<file path="src/rtl/tile_line_fetcher.sv">
// Scanline fetcher: tile map -> tile row words -> palette, streamed as 24-bit RGB pixels.
// Optional per-tile horizontal flip (tile entry bit 4) is built in when TILE_HFLIP_EN is defined.
module tile_line_fetcher #(
  parameter int unsigned TILES_X = 20,
  parameter int unsigned LINES   = 480
) (
  input  logic        clk,
  input  logic        reset,
  input  logic        line_start,
  input  logic [8:0]  line_num,
  output logic        busy,
  output logic [8:0]  tb_addr,
  input  logic [31:0] tb_rdata,
  output logic [10:0] tg_addr,
  input  logic [31:0] tg_rdata,
  output logic [2:0]  pal_addr,
  input  logic [23:0] pal_rdata,
  output logic        pix_valid,
  input  logic        pix_ready,
  output logic [23:0] pix_rgb,
  output logic [9:0]  pix_x,
  output logic        pix_transp,
  output logic        pix_last
);

  localparam int unsigned LastX = TILES_X * 32 - 1;

  typedef enum logic [2:0] {
    StIdle, StTbAddr, StTbData, StTgAddr, StTgData, StPix, StDrain
  } state_e;

  state_e      state_q;
  logic [4:0]  row_q;
  logic [4:0]  col_q;
  logic [1:0]  word_idx_q;
  logic [3:0]  tile_id_q;
  logic [31:0] word_q;
  logic [2:0]  nib_idx_q;
  logic        b_vld_q;
  logic [2:0]  b_addr_q;
  logic        b_transp_q;
  logic [9:0]  out_cnt_q;

  logic        accept;
  logic        load;
  logic        hold;
  logic        issue;
  logic [2:0]  nib_sel;
  logic [3:0]  nib;
  logic [1:0]  first_word_sel;
  logic [1:0]  next_word_sel;
  logic        unused_tb_bits;

  assign unused_tb_bits = ^tb_rdata[31:4];

  assign accept = (state_q == StIdle) && line_start && (32'(line_num) < LINES);
  assign load   = b_vld_q && (!pix_valid || pix_ready);
  // While the output is stalled the palette address is held so pal_rdata stays valid.
  assign hold   = b_vld_q && !load;
  assign issue  = (state_q == StPix) && !hold;

`ifdef TILE_HFLIP_EN
  logic flip_q;

  always_ff @(posedge clk or posedge reset) begin
    if (reset) begin
      flip_q <= 1'b0;
    end else if (state_q == StTbData) begin
      flip_q <= tb_rdata[4];
    end
  end

  assign nib_sel        = flip_q ? ~nib_idx_q : nib_idx_q;
  assign first_word_sel = tb_rdata[4] ? 2'd3 : 2'd0;
  assign next_word_sel  = flip_q ? ~(word_idx_q + 2'd1) : (word_idx_q + 2'd1);
`else
  assign nib_sel        = nib_idx_q;
  assign first_word_sel = 2'd0;
  assign next_word_sel  = word_idx_q + 2'd1;
`endif

  assign nib      = word_q[{nib_sel, 2'b00} +: 4];
  assign pal_addr = hold ? b_addr_q : nib[2:0];

  always_ff @(posedge clk or posedge reset) begin
    if (reset) begin
      state_q    <= StIdle;
      busy       <= 1'b0;
      tb_addr    <= '0;
      tg_addr    <= '0;
      row_q      <= '0;
      col_q      <= '0;
      word_idx_q <= '0;
      tile_id_q  <= '0;
      word_q     <= '0;
      nib_idx_q  <= '0;
    end else begin
      unique case (state_q)
        StIdle: begin
          if (accept) begin
            state_q    <= StTbAddr;
            busy       <= 1'b1;
            tb_addr    <= 9'(32'(line_num[8:5]) * TILES_X);
            row_q      <= line_num[4:0];
            col_q      <= '0;
            word_idx_q <= '0;
          end
        end
        StTbAddr: state_q <= StTbData;
        StTbData: begin
          tile_id_q <= tb_rdata[3:0];
          tg_addr   <= {tb_rdata[3:0], row_q, first_word_sel};
          state_q   <= StTgAddr;
        end
        StTgAddr: state_q <= StTgData;
        StTgData: begin
          word_q    <= tg_rdata;
          nib_idx_q <= '0;
          state_q   <= StPix;
        end
        StPix: begin
          if (issue) begin
            nib_idx_q <= nib_idx_q + 3'd1;
            if (nib_idx_q == 3'd7) begin
              if (word_idx_q != 2'd3) begin
                word_idx_q <= word_idx_q + 2'd1;
                tg_addr    <= {tile_id_q, row_q, next_word_sel};
                state_q    <= StTgAddr;
              end else if (col_q != 5'(TILES_X - 1)) begin
                col_q      <= col_q + 5'd1;
                tb_addr    <= tb_addr + 9'd1;
                word_idx_q <= '0;
                state_q    <= StTbAddr;
              end else begin
                state_q <= StDrain;
              end
            end
          end
        end
        StDrain: begin
          if (pix_valid && pix_ready && pix_last) begin
            state_q <= StIdle;
            busy    <= 1'b0;
          end
        end
        default: state_q <= StIdle;
      endcase
    end
  end

  always_ff @(posedge clk or posedge reset) begin
    if (reset) begin
      b_vld_q    <= 1'b0;
      b_addr_q   <= '0;
      b_transp_q <= 1'b0;
      out_cnt_q  <= '0;
      pix_valid  <= 1'b0;
      pix_rgb    <= '0;
      pix_x      <= '0;
      pix_transp <= 1'b0;
      pix_last   <= 1'b0;
    end else begin
      if (!hold) begin
        b_vld_q <= issue;
        if (issue) begin
          b_addr_q   <= nib[2:0];
          b_transp_q <= nib[3];
        end
      end
      if (accept) begin
        out_cnt_q <= '0;
      end
      if (load) begin
        pix_valid  <= 1'b1;
        pix_rgb    <= pal_rdata;
        pix_x      <= out_cnt_q;
        pix_transp <= b_transp_q;
        pix_last   <= (out_cnt_q == 10'(LastX));
        out_cnt_q  <= out_cnt_q + 10'd1;
      end else if (pix_valid && pix_ready) begin
        pix_valid <= 1'b0;
        pix_last  <= 1'b0;
      end
    end
  end

endmodule
</file>
<file path="config.mk">
export PLATFORM = sky130hd
export DESIGN_NAME = tile_line_fetcher
export DESIGN_NICKNAME = d
export VERILOG_FILES = /design/src/rtl/tile_line_fetcher.sv
export SDC_FILE = /design/constraint.sdc
export NUM_CORES = 1
export LEC_CHECK = 0
export ABC_AREA = 0
export CELL_PAD_IN_SITES_DETAIL_PLACEMENT = 0
export CELL_PAD_IN_SITES_GLOBAL_PLACEMENT = 2
export CORE_UTILIZATION = 29
export DETAILED_ROUTE_END_ITERATION = 8
export MAX_ROUTING_LAYER = met4
export PLACE_DENSITY_LB_ADDON = 0.2
export SLEW_MARGIN = 25
export SYNTH_ARGS = -nofsm -noshare
export SYNTH_HDL_FRONTEND = slang
export SYNTH_SLANG_ARGS = --single-unit
</file>
<file path="constraint.sdc">
create_clock -name clk -period 6.3 [get_ports clk]
set_input_delay 1.89 -clock clk [delete_from_list [all_inputs] [get_ports clk]]
set_output_delay 1.89 -clock clk [all_outputs]
set_load 0.01 [all_outputs]
</file>
==> flow_summary.yaml, run 1 <==
power_and_ir_drop:
  powerDensity_mw_per_mm2: 250
  p_total_mw: 2.01
  peakVddDrop_mv: 0.173
  p_leak_nw: 3.62
clocking:
  post_cts_buffers: 0
  clock-sinks: 127
  cts.htree.levels: 4
  cts-root-buf: "clkbuf_16"
  holdBufCountCts: 0
  cts_tree: "built"
  cts.reportedPaths.clkPinSlew_ns: 0.06
  insertion_delay_ns: 0.41
  clk_path_buf_depth: 2
  cts_resized: 0
  cts_made_buffers: 17
timing:
  max_freq_mhz: 181
  worst_pin_slew_ns: 0.903
  fin_ws_ns: 0.780
  finalCritPeriodShare_pct: 87.6
  report.final.setup_viol: 0
  maxSlewViolCount: 0
  tns_ns: 0
  grt_setup_unrepaired: "no"
  max-slew-margin-rel_pct: 39.8
  fin_crit_ns: 5.52
  final_hold_viol_count: 0
  fin_skew_ns: 0.00420
die:
  start_util_pct: 29.9
  die_area_sq_mm: 0.0207
  fp-row-count: 51
  io_pins: 162
  die_height_um: 144
  coreArea_sq_mm: 0.0196
  die_w_um: 144
placed_design:
  gp_congestion: 0.777
  place_inst: 978
  io_buffer_count: 133
  dp.final_hpwl_um: 9700
  dp_slack_ns: 0.755
min_path:
  hold_class: "flip-flop to flip-flop"
yosys:
  yosysWarnings: 0
  synthArstFlopShare_pct: 100
  syn_inst: 610
  avgSynthCellArea_sq_um: 9.59
  synth_nets: 722
  ys_seq_area_share_pct: 54.3
  ys_ff_latch: 127
  synth_cell_types: 56
  synth_edf_count: 0
  synth_area_sq_mm: 0.00585
  yosys_most_used_dff: "dfrtp_1"
grt:
  antenna_found_initial: 0
  grt_overflow: 0
  grt_usage_pct: 15.4
  grt_max_degree: 90
  grt_first_pass_wirelength_um: 23800
  grt_pass1_vias: 4708
detailed_routing:
  drc_errors: 0
  post_drt_wl_per_cell_um: 14.2
  drt_first_pass_iters: 4
  drtIter0Drc: 243
  ant_nets: 0
  num_vias: 4636
  drt_wl_total_um: 14300
  viasPerCell: 4.59
setup_path:
  critPathCaptureType: "output port"
  r2r-end: "tg_addr[3]$_DFFE_PP0P_"
  r2r_slack_ns: 3.88
  crit_start: "pix_ready"
  required_ns: 4.41
  crit_path_end: "pal_addr[2]"
  arrival_ns: 3.63
  cp_max_fo: 7
  cp-start-kind: "input port"
  reg2reg_from: "nib_idx_q[0]$_DFFE_PP0P_"
  critical_path_class: "input port to output port"
  reg2reg_depth: 4
finish:
  instances_no_fill: 1010
  nets: 844
  area_growth_pct: 37.3
  drive_gt1_share_pct: 9.13
  num_antenna_cells: 0
status:
  run_status: "complete, no violations"
run:
  cap_violations: 0
==> routing by layer <==
layer / up-vias / wire (um) / global-route usage, %
met5: - / 0 / -
met4: 0 / 172 / 5.71
met1: 2207 / 6690 / 19.8
met3: 12 / 866 / 3.94
met2: 120 / 6600 / 23.2
li1: 2297 / - / -
==> metrics by stage <==
stage / area (sq um) / hold WS [ns] / util (%)
after floorplan: 5850 / 0.439 / -
after global routing: 8030 / 0.493 / 41.0
after CTS: 8030 / 0.471 / 41.0
final: 8030 / 0.466 / 41.0
after detailed placement: 7390 / 0.458 / 37.7
after global placement: 7390 / 0.453 / 37.7
==> where the power goes <==
group          internal (mW)  switching (mW)  leakage (nW)
combinational         0.0683          0.0447          1.80
clock                  0.684           0.372         0.310
sequential             0.829         0.00914          1.51
==> cell usage after synthesis (2+ instances only) <==
cell type / number / area (sq um)
a21o_1: 5 / 37.5
a21oi_1: 8 / 40.0
a31oi_1: 5 / 31.3
and2_1: 5 / 31.3
and3_1: 5 / 31.3
and3b_1: 2 / 17.5
buf_1: 4 / 15.0
buf_2: 17 / 85.1
clkbuf_1: 10 / 37.5
dfrtp_1: 127 / 3180
ha_1: 10 / 125
inv_1: 7 / 26.3
mux2_2: 12 / 135
mux2i_1: 16 / 160
mux4_2: 8 / 180
nand2_1: 255 / 957
nand2b_1: 5 / 31.3
nand3_1: 18 / 90.1
nand3b_1: 3 / 22.5
nand4_1: 11 / 68.8
nor2_1: 13 / 48.8
nor3_1: 7 / 35.0
o211a_1: 2 / 20.0
o211ai_1: 3 / 22.5
o21ai_0: 18 / 90.1
o22ai_1: 2 / 12.5
o32ai_1: 2 / 17.5
xnor2_1: 2 / 17.5
==> worst max-delay path, cell delays in order <==
cell             delay (ns)
clkdlybuf4s50_1        0.51
nand3b_1               0.36
a21oi_1                0.28
clkdlybuf4s50_1        0.58
==> state kept, by name, summed over array words and instances (netlist names), 2 cells and up <==
register / cells
tb_addr: 9
pix_x: 10
tg_addr: 11
word_q: 32
pix_rgb: 24
state_q: 3
nib_idx_q: 3
row_q: 5
col_q: 5
tile_id_q: 4
out_cnt_q: 10
word_idx_q: 2
b_addr_q: 3
==> layout make-up <==
class                      count  area, sq um
timing repair buffer         137         1360
inverter                       7         31.3
sequential                   127         3180
clock buffer                  19          453
multi-input combinational    442         2490
clock inverter                13          185
tap                          265          332
fill                        1945        11600
==> cells by family after synthesis <==
logic type,after synthesis,share of synthesized area [%]
AND/OR/NAND/NOR,335,24.8
flip-flops,127,54.3
AO/OA/AOI/OAI,57,6.63
buffers and inverters,41,3.21
multiplexers,36,8.13
adder cells (fa/ha/maj),11,2.48
XOR/XNOR,3,0.449
==> cell usage in the layout (no fill, tap or decap), types with 3 or more instances in the layout <==
| cell | synthesis | routed |
|---|---|---|
| a21o_1 | 5 | 5 |
| a21oi_1 | 8 | 8 |
| a31oi_1 | 5 | 5 |
| and2_1 | 5 | 3 |
| and3_1 | 5 | 5 |
| buf_4 | 1 | 4 |
| bufinv_16 | 0 | 4 |
| clkbuf_16 | 0 | 17 |
| clkdlybuf4s50_1 | 0 | 133 |
| clkinv_2 | 0 | 3 |
| dfrtp_1 | 127 | 127 |
| ha_1 | 10 | 10 |
| inv_1 | 7 | 6 |
| inv_6 | 0 | 3 |
| mux2_2 | 12 | 12 |
| mux2i_1 | 16 | 16 |
| mux4_2 | 8 | 8 |
| nand2_1 | 255 | 254 |
| nand2b_1 | 5 | 5 |
| nand3_1 | 18 | 18 |
| nand3b_1 | 3 | 3 |
| nand4_1 | 11 | 11 |
| nor2_1 | 13 | 13 |
| nor3_1 | 7 | 7 |
| o211ai_1 | 3 | 3 |
| o21ai_0 | 18 | 18 |
==> how the worst min path moves through the flow <==
stage | start | end | slack (ns) | cells past startpoint
final | row_q[1]$_DFFE_PP0P_ | row_q[1]$_DFFE_PP0P_ | 0.47 | 2
after global routing | word_q[7]$_DFFE_PP0P_ | word_q[7]$_DFFE_PP0P_ | 0.49 | 2
after floorplan | b_transp_q$_DFFE_PP0P_ | pix_transp$_DFFE_PP0P_ | 0.44 | 2
after global placement | row_q[3]$_DFFE_PP0P_ | row_q[3]$_DFFE_PP0P_ | 0.45 | 2
after CTS | word_q[27]$_DFFE_PP0P_ | word_q[27]$_DFFE_PP0P_ | 0.47 | 2
after detailed placement | word_q[27]$_DFFE_PP0P_ | word_q[27]$_DFFE_PP0P_ | 0.46 | 2
(Power assumes the default switching activity.)
==> inputs of run 2 (changes only) <==
GPL_TIMING_DRIVEN = 1   (was default)
SLEW_MARGIN = 30   (was 25)
==> flow_summary.yaml, run 2 (synthesis gave the netlist of run 1 again) <==
status:
  run_status: "complete, no violations"
finish:
  num_antenna_cells: 0
  most-common-layout-cells: "nand2_1 (253), clkdlybuf4s50_1 (133), dfrtp_1 (127)"
  area_growth_pct: 37.3
  drive_gt1_share_pct: 9.26
  top_regs: "word_q x32, pix_rgb x24, tg_addr x11"
  fin_area_sq_mm: 0.00803
  fill_cells: 1944
  top_register: "word_q"
  largest_register_ffs: 32
  nets: 844
  final_common_cell: "nand2_1"
timing:
  tns_ns: 0
  fin_skew_ns: 0.00420
  final_hold_viol_count: 0
  max-slew-margin-rel_pct: 39.8
  grt_setup_unrepaired: "no"
  fin_crit_ns: 5.52
  worst_pin_slew_ns: 0.903
  hold_ws_ns: 0.466
  maxSlewViolCount: 0
  max_freq_mhz: 181
  finalCritPeriodShare_pct: 87.6
  report.final.setup_viol: 0
setup_path:
  critical_path_class: "input port to output port"
  required_ns: 4.41
  arrival_ns: 3.63
  cp-start-kind: "input port"
  cp_max_fo: 7
  critPathCaptureType: "output port"
placed_design:
  dpl_cell_area_sq_mm: 0.00739
  gp_congestion: 0.777
  dp.final_hpwl_um: 9700
  io_buffer_count: 133
die:
  start_util_pct: 29.9
  io_pins: 162
  coreArea_sq_mm: 0.0196
  fp-row-count: 51
  die_w_um: 144
  die_height_um: 144
  die_area_sq_mm: 0.0207
grt:
  grt_overflow: 0
  grt_usage_pct: 15.4
  antenna_found_initial: 0
  grt_max_degree: 90
  grt_first_pass_wirelength_um: 23800
  grt_pass1_vias: 4708
clocking:
  holdBufCountCts: 0
  cts-root-buf: "clkbuf_16"
  clk_path_buf_depth: 2
  post_cts_buffers: 0
  cts.htree.levels: 4
  clock-sinks: 127
  cts_tree: "built"
  cts.reportedPaths.clkPinSlew_ns: 0.06
  cts_resized: 0
  cts_made_buffers: 17
  insertion_delay_ns: 0.41
detailed_routing:
  post_drt_wl_per_cell_um: 14.2
  drtIter0Drc: 243
  num_vias: 4640
  ant_nets: 0
  drc_errors: 0
  drt_wl_total_um: 14300
  viasPerCell: 4.59
  drt_first_pass_iters: 5
min_path:
  hold_class: "flip-flop to flip-flop"
power_and_ir_drop:
  powerDensity_mw_per_mm2: 250
  peakVddDrop_mv: 0.173
  p_total_mw: 2.01
  p_leak_nw: 3.62
run:
  cap_violations: 0
## run 2: final timing paths
kind / start / slack (ns) / depth (start not counted) / endpoint
setup / recovery: pix_ready / 0.78 / 4 / pal_addr[2]
hold / removal: row_q[1]$_DFFE_PP0P_ / 0.47 / 2 / row_q[1]$_DFFE_PP0P_
setup reg to reg: nib_idx_q[0]$_DFFE_PP0P_ / 3.88 / 4 / tg_addr[3]$_DFFE_PP0P_
hold reg to reg: row_q[1]$_DFFE_PP0P_ / 0.47 / 2 / row_q[1]$_DFFE_PP0P_
max in group asynchronous: reset / 3.24 / 3 / word_q[19]$_DFFE_PP0P_
min in group asynchronous: reset / 2.03 / 2 / tg_addr[4]$_DFFE_PP0P_
## run 2: area by class of cell
| cell class | count | area, sq um | share of cell area [%] |
|---|---|---|---|
| clock buffer | 19 | 453 | 5.64 |
| tap | 265 | 332 | 4.13 |
| multi-input combinational | 442 | 2490 | 31.0 |
| inverter | 7 | 31.3 | 0.389 |
| clock inverter | 13 | 185 | 2.31 |
| timing repair buffer | 137 | 1360 | 16.9 |
| sequential | 127 | 3180 | 39.6 |
## run 2: power by group
| part | internal (mW) | switching, mW |
|---|---|---|
| Combinational | 0.0683 | 0.0447 |
| Sequential | 0.829 | 0.00914 |
| Clock | 0.685 | 0.371 |
| Total | 1.58 | 0.425 |
## run 2: layer usage
| metal | GRT usage, % | wire, um | up-vias | part of all wire [%] |
|---|---|---|---|---|
| met4 | 5.71 | 174 | 0 | 1.2 |
| met2 | 23.2 | 6600 | 121 | 46 |
| met3 | 3.94 | 864 | 13 | 6.0 |
| li1 | - | - | 2297 | - |
| met5 | - | 0 | - | 0 |
| met1 | 19.8 | 6680 | 2209 | 47 |
## run 2: per-stage QoR
stage / setup slack [ns] / instances / util, %
after floorplan: 1.03 / 610 / -
after global placement: 0.764 / 978 / 37.7
after CTS: 0.749 / 1010 / 41.0
after global routing: 0.622 / 1010 / 41.0
after detailed placement: 0.755 / 978 / 37.7
final: 0.780 / 1010 / 41.0
## run 2: critical path: stages
cell	delay (ns)
clkdlybuf4s50_1	0.51
nand3b_1	0.36
a21oi_1	0.28
clkdlybuf4s50_1	0.58
